File: config.mk
export PLATFORM = sky130hd
export DESIGN_NAME = cdc_handshake_tx
export DESIGN_NICKNAME = d
export VERILOG_FILES = /design/src/rtl/cdc_handshake_tx.sv
export SDC_FILE = /design/constraint.sdc
export NUM_CORES = 1
export LEC_CHECK = 0
export BUFFER_PORTS_ARGS = -buffer_cell sky130_fd_sc_hd__buf_2
export CAP_MARGIN = 0
export CORE_AREA = 2 2 39 41
export CTS_BUF_LIST = sky130_fd_sc_hd__clkbuf_4
export CTS_CLUSTER_DIAMETER = 120
export DETAILED_ROUTE_END_ITERATION = 8
export DIE_AREA = 0 0 41 43
export PLACE_DENSITY = 0.73
export SLEW_MARGIN = 20
export SYNTH_ARGS = -nofsm -noshare
export SYNTH_HDL_FRONTEND = slang
export SYNTH_SLANG_ARGS = --single-unit
File: constraint.sdc
create_clock -name clk_src -period 1.7 [get_ports clk_src]
set_input_delay 0.085 -clock clk_src [delete_from_list [all_inputs] [get_ports clk_src]]
set_output_delay 0.085 -clock clk_src [all_outputs]
set_load 0.05 [all_outputs]
File: src/rtl/cdc_handshake_tx.sv
// -----------------------------------------------------------------------------
// cdc_handshake_tx
// Source-domain side of a 4-phase req/ack clock-domain crossing. The block
// accepts one word from local logic, holds it on data_out and raises
// req_out. It then waits for the synchronized ack to rise, drops req_out,
// and waits for the ack to fall before it accepts the next word.
//
// Optional feature macro: CDC_TX_TIMEOUT_EN
//   When defined, the block aborts a request that has not been acknowledged
//   within TIMEOUT_CYC cycles and pulses err. When undefined, there is no
//   err port and the block waits in REQ indefinitely.
//
// Ports
//   clk_src   in   1       source-domain clock (rising edge)
//   rst       in   1       synchronous active-high reset
//   in_valid  in   1       local word offered
//   in_data   in   DATA_W  local word
//   in_ready  out  1       block can accept a word this cycle
//   data_out  out  DATA_W  registered word held toward the destination
//   req_out   out  1       registered request level toward the destination
//   ack_in    in   1       acknowledge level from destination (asynchronous)
//   done      out  1       one-cycle pulse when a transaction completes
//   err       out  1       one-cycle pulse on timeout abort (macro only)
// -----------------------------------------------------------------------------
module cdc_handshake_tx #(
  parameter int DATA_W      = 8,
  parameter int SYNC_STAGES = 2,
  parameter int TIMEOUT_CYC = 255
) (
  input  logic              clk_src,
  input  logic              rst,
  input  logic              in_valid,
  input  logic [DATA_W-1:0] in_data,
  output logic              in_ready,
  output logic [DATA_W-1:0] data_out,
  output logic              req_out,
  input  logic              ack_in,
`ifdef CDC_TX_TIMEOUT_EN
  output logic              err,
`endif
  output logic              done
);

  // Elaboration-time guard on the parameter ranges.
  if ((SYNC_STAGES < 2) || (SYNC_STAGES > 4) ||
      (TIMEOUT_CYC < 1) || (TIMEOUT_CYC > 65535)) begin : g_param_check
    $error("cdc_handshake_tx: parameter out of range");
  end

  typedef enum logic [1:0] {
    ST_IDLE     = 2'd0,
    ST_REQ      = 2'd1,
    ST_WAIT_LOW = 2'd2
  } state_t;

  state_t                 state_r;
  state_t                 state_nxt_s;
  logic [SYNC_STAGES-1:0] sync_r;
  logic                   ack_s;
  logic                   req_r;
  logic                   req_nxt_s;
  logic [DATA_W-1:0]      data_r;
  logic [DATA_W-1:0]      data_nxt_s;
  logic                   done_r;
  logic                   done_nxt_s;

`ifdef CDC_TX_TIMEOUT_EN
  localparam int CNT_W = $clog2(TIMEOUT_CYC + 1);

  logic [CNT_W-1:0] cnt_r;
  logic [CNT_W-1:0] cnt_nxt_s;
  logic             err_r;
  logic             err_nxt_s;
  // Remembers that the current handshake was aborted, so its return-to-zero
  // phase does not report a completion.
  logic             abort_r;
  logic             abort_nxt_s;
`endif

  // ack_in synchronizer chain; only its last stage is used by the FSM.
  always_ff @(posedge clk_src) begin
    if (rst) begin
      sync_r <= {SYNC_STAGES{1'b0}};
    end else begin
      sync_r <= {sync_r[SYNC_STAGES-2:0], ack_in};
    end
  end

  assign ack_s = sync_r[SYNC_STAGES-1];

  // A stale high ack blocks acceptance so no transaction starts against it.
  assign in_ready = (state_r == ST_IDLE) && !ack_s;

  // FSM next-state and next-output logic.
  always_comb begin
    state_nxt_s = state_r;
    req_nxt_s   = req_r;
    data_nxt_s  = data_r;
    done_nxt_s  = 1'b0;
`ifdef CDC_TX_TIMEOUT_EN
    cnt_nxt_s   = cnt_r;
    err_nxt_s   = 1'b0;
    abort_nxt_s = abort_r;
`endif
    case (state_r)
      ST_IDLE: begin
        if (in_valid && in_ready) begin
          state_nxt_s = ST_REQ;
          req_nxt_s   = 1'b1;
          data_nxt_s  = in_data;
`ifdef CDC_TX_TIMEOUT_EN
          cnt_nxt_s   = {CNT_W{1'b0}};
          abort_nxt_s = 1'b0;
`endif
        end else begin
          state_nxt_s = ST_IDLE;
        end
      end
      ST_REQ: begin
        // An ack arriving on the timeout cycle takes priority over the abort.
        if (ack_s) begin
          state_nxt_s = ST_WAIT_LOW;
          req_nxt_s   = 1'b0;
`ifdef CDC_TX_TIMEOUT_EN
        end else if (cnt_r == CNT_W'(TIMEOUT_CYC - 1)) begin
          // The count reaches TIMEOUT_CYC on this edge: abort.
          state_nxt_s = ST_WAIT_LOW;
          req_nxt_s   = 1'b0;
          err_nxt_s   = 1'b1;
          abort_nxt_s = 1'b1;
        end else begin
          cnt_nxt_s   = cnt_r + CNT_W'(1);
`else
        end else begin
          state_nxt_s = ST_REQ;
`endif
        end
      end
      ST_WAIT_LOW: begin
        if (!ack_s) begin
          state_nxt_s = ST_IDLE;
`ifdef CDC_TX_TIMEOUT_EN
          done_nxt_s  = !abort_r;
`else
          done_nxt_s  = 1'b1;
`endif
        end else begin
          state_nxt_s = ST_WAIT_LOW;
        end
      end
      default: begin
        state_nxt_s = ST_IDLE;
        req_nxt_s   = 1'b0;
      end
    endcase
  end

  // FSM state and registered outputs.
  always_ff @(posedge clk_src) begin
    if (rst) begin
      state_r <= ST_IDLE;
      req_r   <= 1'b0;
      data_r  <= {DATA_W{1'b0}};
      done_r  <= 1'b0;
`ifdef CDC_TX_TIMEOUT_EN
      cnt_r   <= {CNT_W{1'b0}};
      err_r   <= 1'b0;
      abort_r <= 1'b0;
`endif
    end else begin
      state_r <= state_nxt_s;
      req_r   <= req_nxt_s;
      data_r  <= data_nxt_s;
      done_r  <= done_nxt_s;
`ifdef CDC_TX_TIMEOUT_EN
      cnt_r   <= cnt_nxt_s;
      err_r   <= err_nxt_s;
      abort_r <= abort_nxt_s;
`endif
    end
  end

  assign req_out  = req_r;
  assign data_out = data_r;
  assign done     = done_r;
`ifdef CDC_TX_TIMEOUT_EN
  assign err      = err_r;
`endif

endmodule

**Yosys cells after proc, flatten, opt, wreduce, memory -nomap -nowiden**

Index checks and enable logic that the tools add are counted.
W data, S select, Z words.

- Bits in registers: 14

- Reductions and logical operators: 7
- Bitwise gates (word level): 1
- Mux-type cells: 8
- Equal/unequal tests: 4

Operators with widths:

| operator | count |
|---|---|
| $pmux W2 S3 | 1 |
| $mux W1 | 4 |
| $mux W2 | 2 |
| $pmux W1 S3 | 1 |
| $reduce_and A3 Y1 | 1 |
| $eq A2 B1 Y1 const B | 1 |
| $eq A2 B2 Y1 const B | 1 |
| $logic_and A1 B1 Y1 | 2 |
| $logic_not A2 Y1 | 1 |
| $ne A2 B1 Y1 const B | 1 |
| $ne A2 B2 Y1 const B | 1 |
| $reduce_and A2 Y1 | 1 |
| $reduce_or A2 Y1 | 1 |
| $logic_not A1 Y1 | 1 |
| $not A1 Y1 | 1 |

**Logic depth before layout (Yosys ltp)**

Gate-level depths: netlist of the first run.

- Depth after elaboration: 5
- Mapped depth: 3

**Worst setup path after synthesis of the first run**

OpenSTA, ideal clock, no wires.

- Kind: reg2out
- Start: register state_r[1]
- End: output port in_ready
- Buffers on the path: 0
- Path slack: 170 ps
- Stages on the path, launching flop included: 2
- Arrival: 1,445 ps
- Cell sequence: dfxtp_1 > nor3_1

- Word-level cells in the longest chain between the ends: 2

Ends and longest elaborated chain:

| item | line | RTL |
|---|---|---|
| start: declaration | 56 | `state_t state_r;` |
| start signal: assignment | 171 | `state_r <= state_nxt_s;` |
| $logic_not A2 Y1 | 92 | `assign in_ready = (state_r == ST_IDLE) && !ack_s;` |
| $logic_and A1 B1 Y1 | 92 |  |
| end: declaration | 34 | `output logic in_ready,` |

No other way between the ends.

**Final worst setup path of the first run**

Same ends and word-level chain as after synthesis.

==> summary.txt, run 1 <==
Syn. warnings: 0
WL/cell: 10.65 µm
Most common cell after layout, fill and taps aside: buf_2
Max Freq: 0.8278 GHz
Drt total wl: 1001 µm
Total GRT Usage: 14.49%
Largest family of logic cells by synthesized area: simple AND/OR/NAND/NOR gates
FF-to-FF path depth: 3
Fraction of synthesized area in multiplexers: 13.85%
Syn-to-layout area delta: 25.11%
Clock root buffer master: clkbuf_4
Nets@finish: 91
Post-synth top area share: 48.48%
Post-synthesis sequential element count: 14
Pwr dens: 964.0 mW/mm²
Antenna viol nets, final: 0
Clock buffer depth: 2
Die area: 0.001763 mm²
Hold WC Path Type: in2reg
Post-synthesis xor/xnor area fraction: 1.515%
Post-Synthesis Cell Area: 578.1 µm²
Synth Net Count: 66
Via Count: 447
CTS Buf Count: 3
Largest net degree at the start of global routing: 23
Worst slew pin tran: 0.2832 ns
CTS tree: yes
Hold bufs inserted after CTS: 0
DRT iter0 DRCs: 4
DRT Pass-1 Iters: 4
Total of max-cap violations: 0
Gate Count Post-Synth: 54
Post-Synth Simple-Gate Area: 28.35%
RePlAce Congestion: 0.6458
Worst EP arrival: 1.12 ns
Worst path required time: 1.62 ns
Synth cell types: 16
H-tree depth: 1
Sequential area share after synthesis: 48.48%
Final Hold Viols: 0
Synth area leaders: dfxtp_1 (48%), nand2b_1 (17%), mux2i_1 (14%)
Crit-path max FO: 6
First-pass GRT wire length: 1676 µm
Port bufs: 22
GRT overflow: 0
Max-slew violation count: 0
Setup Fix Bufs, Post-CTS: 0
Most frequent cells in the layout: buf_2 (22), nand2b_1 (16), dfxtp_1 (14), mux2i_1 (8)
Row count: 14
Slew headroom: 81.12%
HPWL after detailed placement: 734.6 µm
Die Span Y: 43 µm
Synth Area in Adders: 0%
Kind of critical path: reg2out
Initial core utilization: 41.77%
Ant. Diodes: 0
Hold path depth: 2
Clock skew: 0.001838 ns
Share of cells above drive strength 1: 35.90%
Vias per inst: 4.755
Boundary pin count: 23
Status: finished clean
Peak supply drop: 0.0004097 V
Final Total Pwr: 697.2 µW
Min cycle time layout: 1.208 ns
Unrepaired setup endpoints after global routing: false
Final std cells w/o fill: 94
Startpoint types: register
Final setup viols: 0
DRC viols: 0
Initial antenna violation count: 0
Core ar.: 0.001384 mm²
Setup tns final: 0 ns
Worst-Skew Late Latency: 0.27 ns
Cells after DPL: 90
Period utilization: 71.06%
Synth area leader: dfxtp_1
Syn_area_per_cell: 10.70 µm²
Clock transition at path regs: 0.08 ns
Post-CTS sizing: 0
Chip width: 41 µm
Compound-Gate Fraction of Synth Area: 3.896%
CTS sink count: 14
Leakage: 0.0003434 µW
Setup crit end kind: output port
Vias in the first global route: 410
## where the power goes
part	internal, µW	leakage, µW	total (µW)	switching, µW
clock	85.0	0.0000154	187	102
combinational	53.0	0.000213	150	97.2
sequential	348	0.000115	360	12.3
total	486	0.000343	697	211
## path summary, 6_finish.rpt
kind / from / end / slack, ns
worst max-delay path: state_r[1] / in_ready / 0.49
worst min-delay path: ack_in / sync_r[0] / 0.01
worst max register to register: state_r[1] / data_out[7] / 0.53
worst min register to register: sync_r[0] / sync_r[1] / 0.45
## sequential cells by signal, summed over array words and instances, names as in the netlist
| name | count |
|---|---|
| done | 1 |
| sync_r | 2 |
| data_out | 8 |
| state_r | 2 |
| req_out | 1 |
## through the flow
step / instance area [µm²] / worst slack [ns] / hold slack [ns] / util [%]
5_1_grt: 723.2 / 0.4378 / 0.04210 / 52.26
4_1_cts: 723.2 / 0.4777 / 0.01220 / 52.26
3_5_place_dp: 696.9 / 0.5292 / 0.3022 / 50.36
6_report: 723.2 / 0.4919 / 0.01465 / 52.26
2_1_floorplan: 578.1 / 0.1701 / 0.2132 / -
3_3_place_gp: 696.9 / 0.5943 / 0.2926 / 50.36
## cell usage after synthesis, drive strengths merged
master / number
a22o: 1
and3: 1
buf: 1
clkbuf: 2
dfxtp: 14
inv: 1
mux2i: 8
nand2b: 16
nor2: 1
nor2b: 3
nor3: 1
nor4: 1
nor4b: 2
o21ai: 1
xor2: 1
## layer usage
layer | routed length (µm) | GRT usage, % | up-vias
li1 | - | - | 228
met1 | 389 | 15.56 | 203
met2 | 530 | 22.50 | 12
met3 | 43 | 1.571 | 4
met4 | 38 | 14.00 | 0
met5 | 0 | 0 | -
## logic make-up (layout without fill, tap and decap cells)
group           count (synthesis)  in the layout
mux                             8              8
compound gates                  2              2
flops                          14             14
xor+xnor                        1              1
buf+inv                         4             28
simple gates                   25             25
## worst max-delay path: stages, from the launching register on
cell     delay, ns
dfxtp_1       0.38
nor3_1        0.19
buf_2         0.28
## layout make-up
type	instances	area (µm²)
Fill cell	143	660.6
Sequential cell	14	280.3
Tap cell	16	20.02
Timing Repair Buffer	23	117.6
Clock buffer	3	22.52
Multi-Input combinational cell	36	275.3
Inverter	1	3.754
Clock inverter	1	3.754
No activity file was read; power rests on OpenSTA's default activity.
==> run 2, diff against run 1 <==
==> constraint.sdc (replaced) <==
create_clock -name clk_src -period 1.2 [get_ports clk_src]
set_input_delay 0.06 -clock clk_src [delete_from_list [all_inputs] [get_ports clk_src]]
set_output_delay 0.06 -clock clk_src [all_outputs]
set_load 0.05 [all_outputs]
==> summary.txt, run 2 (synthesis results as in run 1) <==
Metal1 wirelength: 433 µm
Port bufs: 22
Cells after DPL: 94
Core ar.: 0.001384 mm²
Ant. Diodes: 0
GRT overflow: 0
Design area: 788.3 µm²
Final setup viols: 0
Placed Area: 732.0 µm²
Unrepaired setup endpoints after global routing: false
FF-to-FF Start: state_r[1]
RePlAce Congestion: 0.6445
Via Count: 454
Syn-to-layout area delta: 36.36%
Final Hold Viols: 0
Worst Hold Launch: in_data[5]
Drt total wl: 1082 µm
Total of max-cap violations: 0
Hold EP: data_out[5]
Die Span Y: 43 µm
Period utilization: 94.64%
Hold WC Path Type: in2reg
Pwr dens: 1271 mW/mm²
WL/cell: 11.04 µm
Top sig layer: met4
Met3 Routed Length: 49 µm
Final std cells w/o fill: 98
Vias per inst: 4.633
Final worst slack: 0.06432 ns
Hold path depth: 3
DRC viols: 0
Clock skew: 0.0005771 ns
Worst EP arrival: 1.08 ns
Met2 WL: 584 µm
CTS sink count: 14
Boundary pin count: 23
Most frequent cells in the layout: buf_2 (21), nand2b_1 (16), dfxtp_1 (11), mux2i_1 (8)
H-tree depth: 1
Min cycle time layout: 1.136 ns
R2R setup slack: 0.10 ns
Worst-Skew Late Latency: 0.27 ns
Row count: 14
Peak supply drop: 0.0005953 V
FF-to-FF path depth: 3
Clock buffer depth: 2
Max reg flops: 8
Largest net degree at the start of global routing: 23
Setup tns final: 0 ns
Max Freq: 0.8805 GHz
CTS tree: yes
First-pass GRT wire length: 1621 µm
DRT iter0 DRCs: 1
Nets@finish: 96
HPWL after detailed placement: 735.4 µm
Max-slew violation count: 0
Setup crit end kind: output port
Initial antenna violation count: 0
Die area: 0.001763 mm²
Slew headroom: 77.11%
Worst path required time: 1.14 ns
Worst slew pin tran: 0.3385 ns
Clock transition at path regs: 0.07 ns
Status: finished clean
RR Endpoint: data_out[7]
Crit-path max FO: 5
Initial core utilization: 41.77%
Total GRT Usage: 13.77%
Dpl ws: 0.1169 ns
Share of cells above drive strength 1: 43.90%
Startpoint types: register
Kind of critical path: reg2out
Leakage: 0.0003760 µW
Chip width: 41 µm
Vias in the first global route: 426
DRT Pass-1 Iters: 2
Clock root buffer master: clkbuf_4
Final Total Pwr: 1002 µW
CTS Buf Count: 3
Antenna viol nets, final: 0
Most common cell after layout, fill and taps aside: buf_2
run 2: cell type report:
type                            count  area (µm²)
Fill cell                         130       595.6
Tap cell                           16       20.02
Multi-Input combinational cell     36       286.5
Clock buffer                        3       22.52
Sequential cell                    14       284.0
Timing Repair Buffer               28       171.4
Inverter                            1       3.754
run 2: where the power goes:
part | switching, µW | internal (µW)
sequential | 14.1 | 493
clock | 135 | 116
combinational | 148 | 95.5
run 2: what timing repair did:
item,in CTS,in global routing
gates resized for setup,3,5
hold buffers,1,0
hold endpoints to repair,1,0
setup buffers,0,0
pin swaps,0,1
setup endpoints to repair,1,1
run 2: worst max-delay path by stage:
stage	from	to	cells after the start
after floorplan	state_r[1]	in_ready	1
after global placement	state_r[1]	data_out[6]	3
after detailed placement	state_r[1]	data_out[7]	3
after CTS	state_r[1]	in_ready	3
after global routing	sync_r[1]	in_ready	3
final	sync_r[1]	in_ready	3
run 2: critical path, cell delays in order, from the launching register on:
cell and delay [ns]:
dfxtp_2 0.33, buf_6 0.12, nor3_4 0.17, buf_6 0.18
run 2: layer usage:
| metal | GRT usage (%) | vias up |
|---|---|---|
| met5 | 0 | - |
| li1 | - | 234 |
| met3 | 1.571 | 2 |
| met1 | 14.85 | 205 |
| met2 | 21.88 | 13 |
| met4 | 12.00 | 0 |
run 2: per-stage QoR:
step                util (%)  hold WS (ns)
CTS                    56.15       0.03286
global placement       52.89        0.2687
detailed placement     52.89        0.2729
finish                 56.96       0.04202
floorplan                  -        0.1882
global route           56.96       0.04422
==> run 3, diff against run 2 <==
==> constraint.sdc (replaced) <==
create_clock -name clk_src -period 1.4 [get_ports clk_src]
set_input_delay 0.07 -clock clk_src [delete_from_list [all_inputs] [get_ports clk_src]]
set_output_delay 0.07 -clock clk_src [all_outputs]
set_load 0.05 [all_outputs]
==> summary.txt, run 3 (synthesis results as in run 1) <==
Row count: 14
Core ar.: 0.001384 mm²
Chip width: 41 µm
Worst path required time: 1.60 ns
Seq. cell area: 280.3 µm²
Nets@finish: 91
Clock root buffer master: clkbuf_4
Clock transition at path regs: 0.08 ns
Setup crit end kind: register
Share of cells above drive strength 1: 37.66%
First-pass GRT wire length: 1593 µm
Placed Area: 701.9 µm²
Leakage: 0.0003433 µW
Crit-path max FO: 9
Final setup viols: 0
Min cycle time layout: 1.173 ns
Startpoint types: register
Hold WC Path Type: in2reg
Clock buffer depth: 2
Via Count: 425
Final std cells w/o fill: 93
Worst slew pin tran: 0.2795 ns
Initial antenna violation count: 0
DRC viols: 0
Peak supply drop: 0.0005457 V
Vias per inst: 4.570
Port bufs: 22
Clock skew: 0.003780 ns
Hold bufs inserted after CTS: 0
Die area: 0.001763 mm²
Design area: 724.4 µm²
Worst path cell trace: nor4b_2 > buf_4 > mux2i_1
CTS tree: yes
Crit-path leading delay family: flip-flops
DRT Pass-1 Iters: 3
Drt total wl: 926 µm
CP max-delay cell: dfxtp_1
Boundary pin count: 23
DRT iter0 DRCs: 5
Syn-to-layout area delta: 25.32%
RePlAce Congestion: 0.5894
Period utilization: 83.82%
CP peak stage delay: 0.37 ns
Initial core utilization: 41.77%
H-tree depth: 1
Multi-input gate area: 280.3 µm²
Total of max-cap violations: 0
Ant. Diodes: 0
Unrepaired setup endpoints after global routing: false
Total GRT Usage: 13.37%
Kind of critical path: reg2reg
Final Hold Viols: 0
HPWL after detailed placement: 662.6 µm
Pwr dens: 1154 mW/mm²
Worst-Skew Late Latency: 0.27 ns
Worst EP arrival: 1.37 ns
Max reg flops: 8
Final Total Pwr: 836.2 µW
CTS Buf Count: 3
Most common cell after layout, fill and taps aside: buf_2
Fillers: 137
Die Span Y: 43 µm
Max-slew violation count: 0
Status: finished clean
Vias in the first global route: 423
WL/cell: 9.957 µm
Cells after DPL: 90
Slew headroom: 81.36%
Buffers & Inverters on Critical Path: 1
Post-CTS sizing: 0
Setup tns final: 0 ns
Antenna viol nets, final: 0
Most frequent cells in the layout: buf_2 (22), nand2b_1 (16), dfxtp_1 (14), mux2i_1 (8)
Min Hold Slack: 0.003406 ns
Setup Fix Bufs, Post-CTS: 0
Max Freq: 0.8522 GHz
GRT overflow: 0
CTS sink count: 14
Largest net degree at the start of global routing: 23
[run 3: changes by cell type in the layout (fill, tap and decap cells not counted), moves of 2 or more]
cell     before  now
dfxtp_1      11   14
buf_4         3    1
buf_6         3    0
dfxtp_2       3    0
[run 3: through the flow]
step,setup WS (ns),util (%)
after detailed placement,0.2378,50.72
after floorplan,0.2996,-
after CTS,0.2111,52.35
final,0.2265,52.35
after global placement,0.2930,50.72
after global routing,0.1375,52.35
[run 3: worst paths after layout]
| check | to | from | cells past startpoint | slack, ns |
|---|---|---|---|---|
| max | data_out[3] | state_r[1] | 3 | 0.23 |
| min reg2reg | sync_r[1] | sync_r[0] | 1 | 0.44 |
| min | sync_r[0] | ack_in | 2 | 0.003 |
| max reg2reg | data_out[3] | state_r[1] | 3 | 0.23 |
[run 3: power by group]
group | switching (µW) | total [µW] | internal, µW
clock network | 117 | 216 | 99.5
registers | 15.3 | 438 | 422
logic | 117 | 182 | 65.0
[run 3: layout make-up]
cell class                      count  area share, %
Clock buffer                        3          3.109
Inverter                            1         0.5181
Multi-Input combinational cell     36          38.69
Sequential cell                    14          38.69
Tap cell                           16          2.763
Timing Repair Buffer               23          16.23
[run 3: layer usage]
layer	vias up	share of wire (%)	GRT usage [%]	wire length, µm
met5	-	0	0	0
met4	0	2.7	10.00	25
met3	4	5.0	1.571	46
met2	15	46	19.69	427
met1	179	46	16.89	427
li1	227	-	-	-
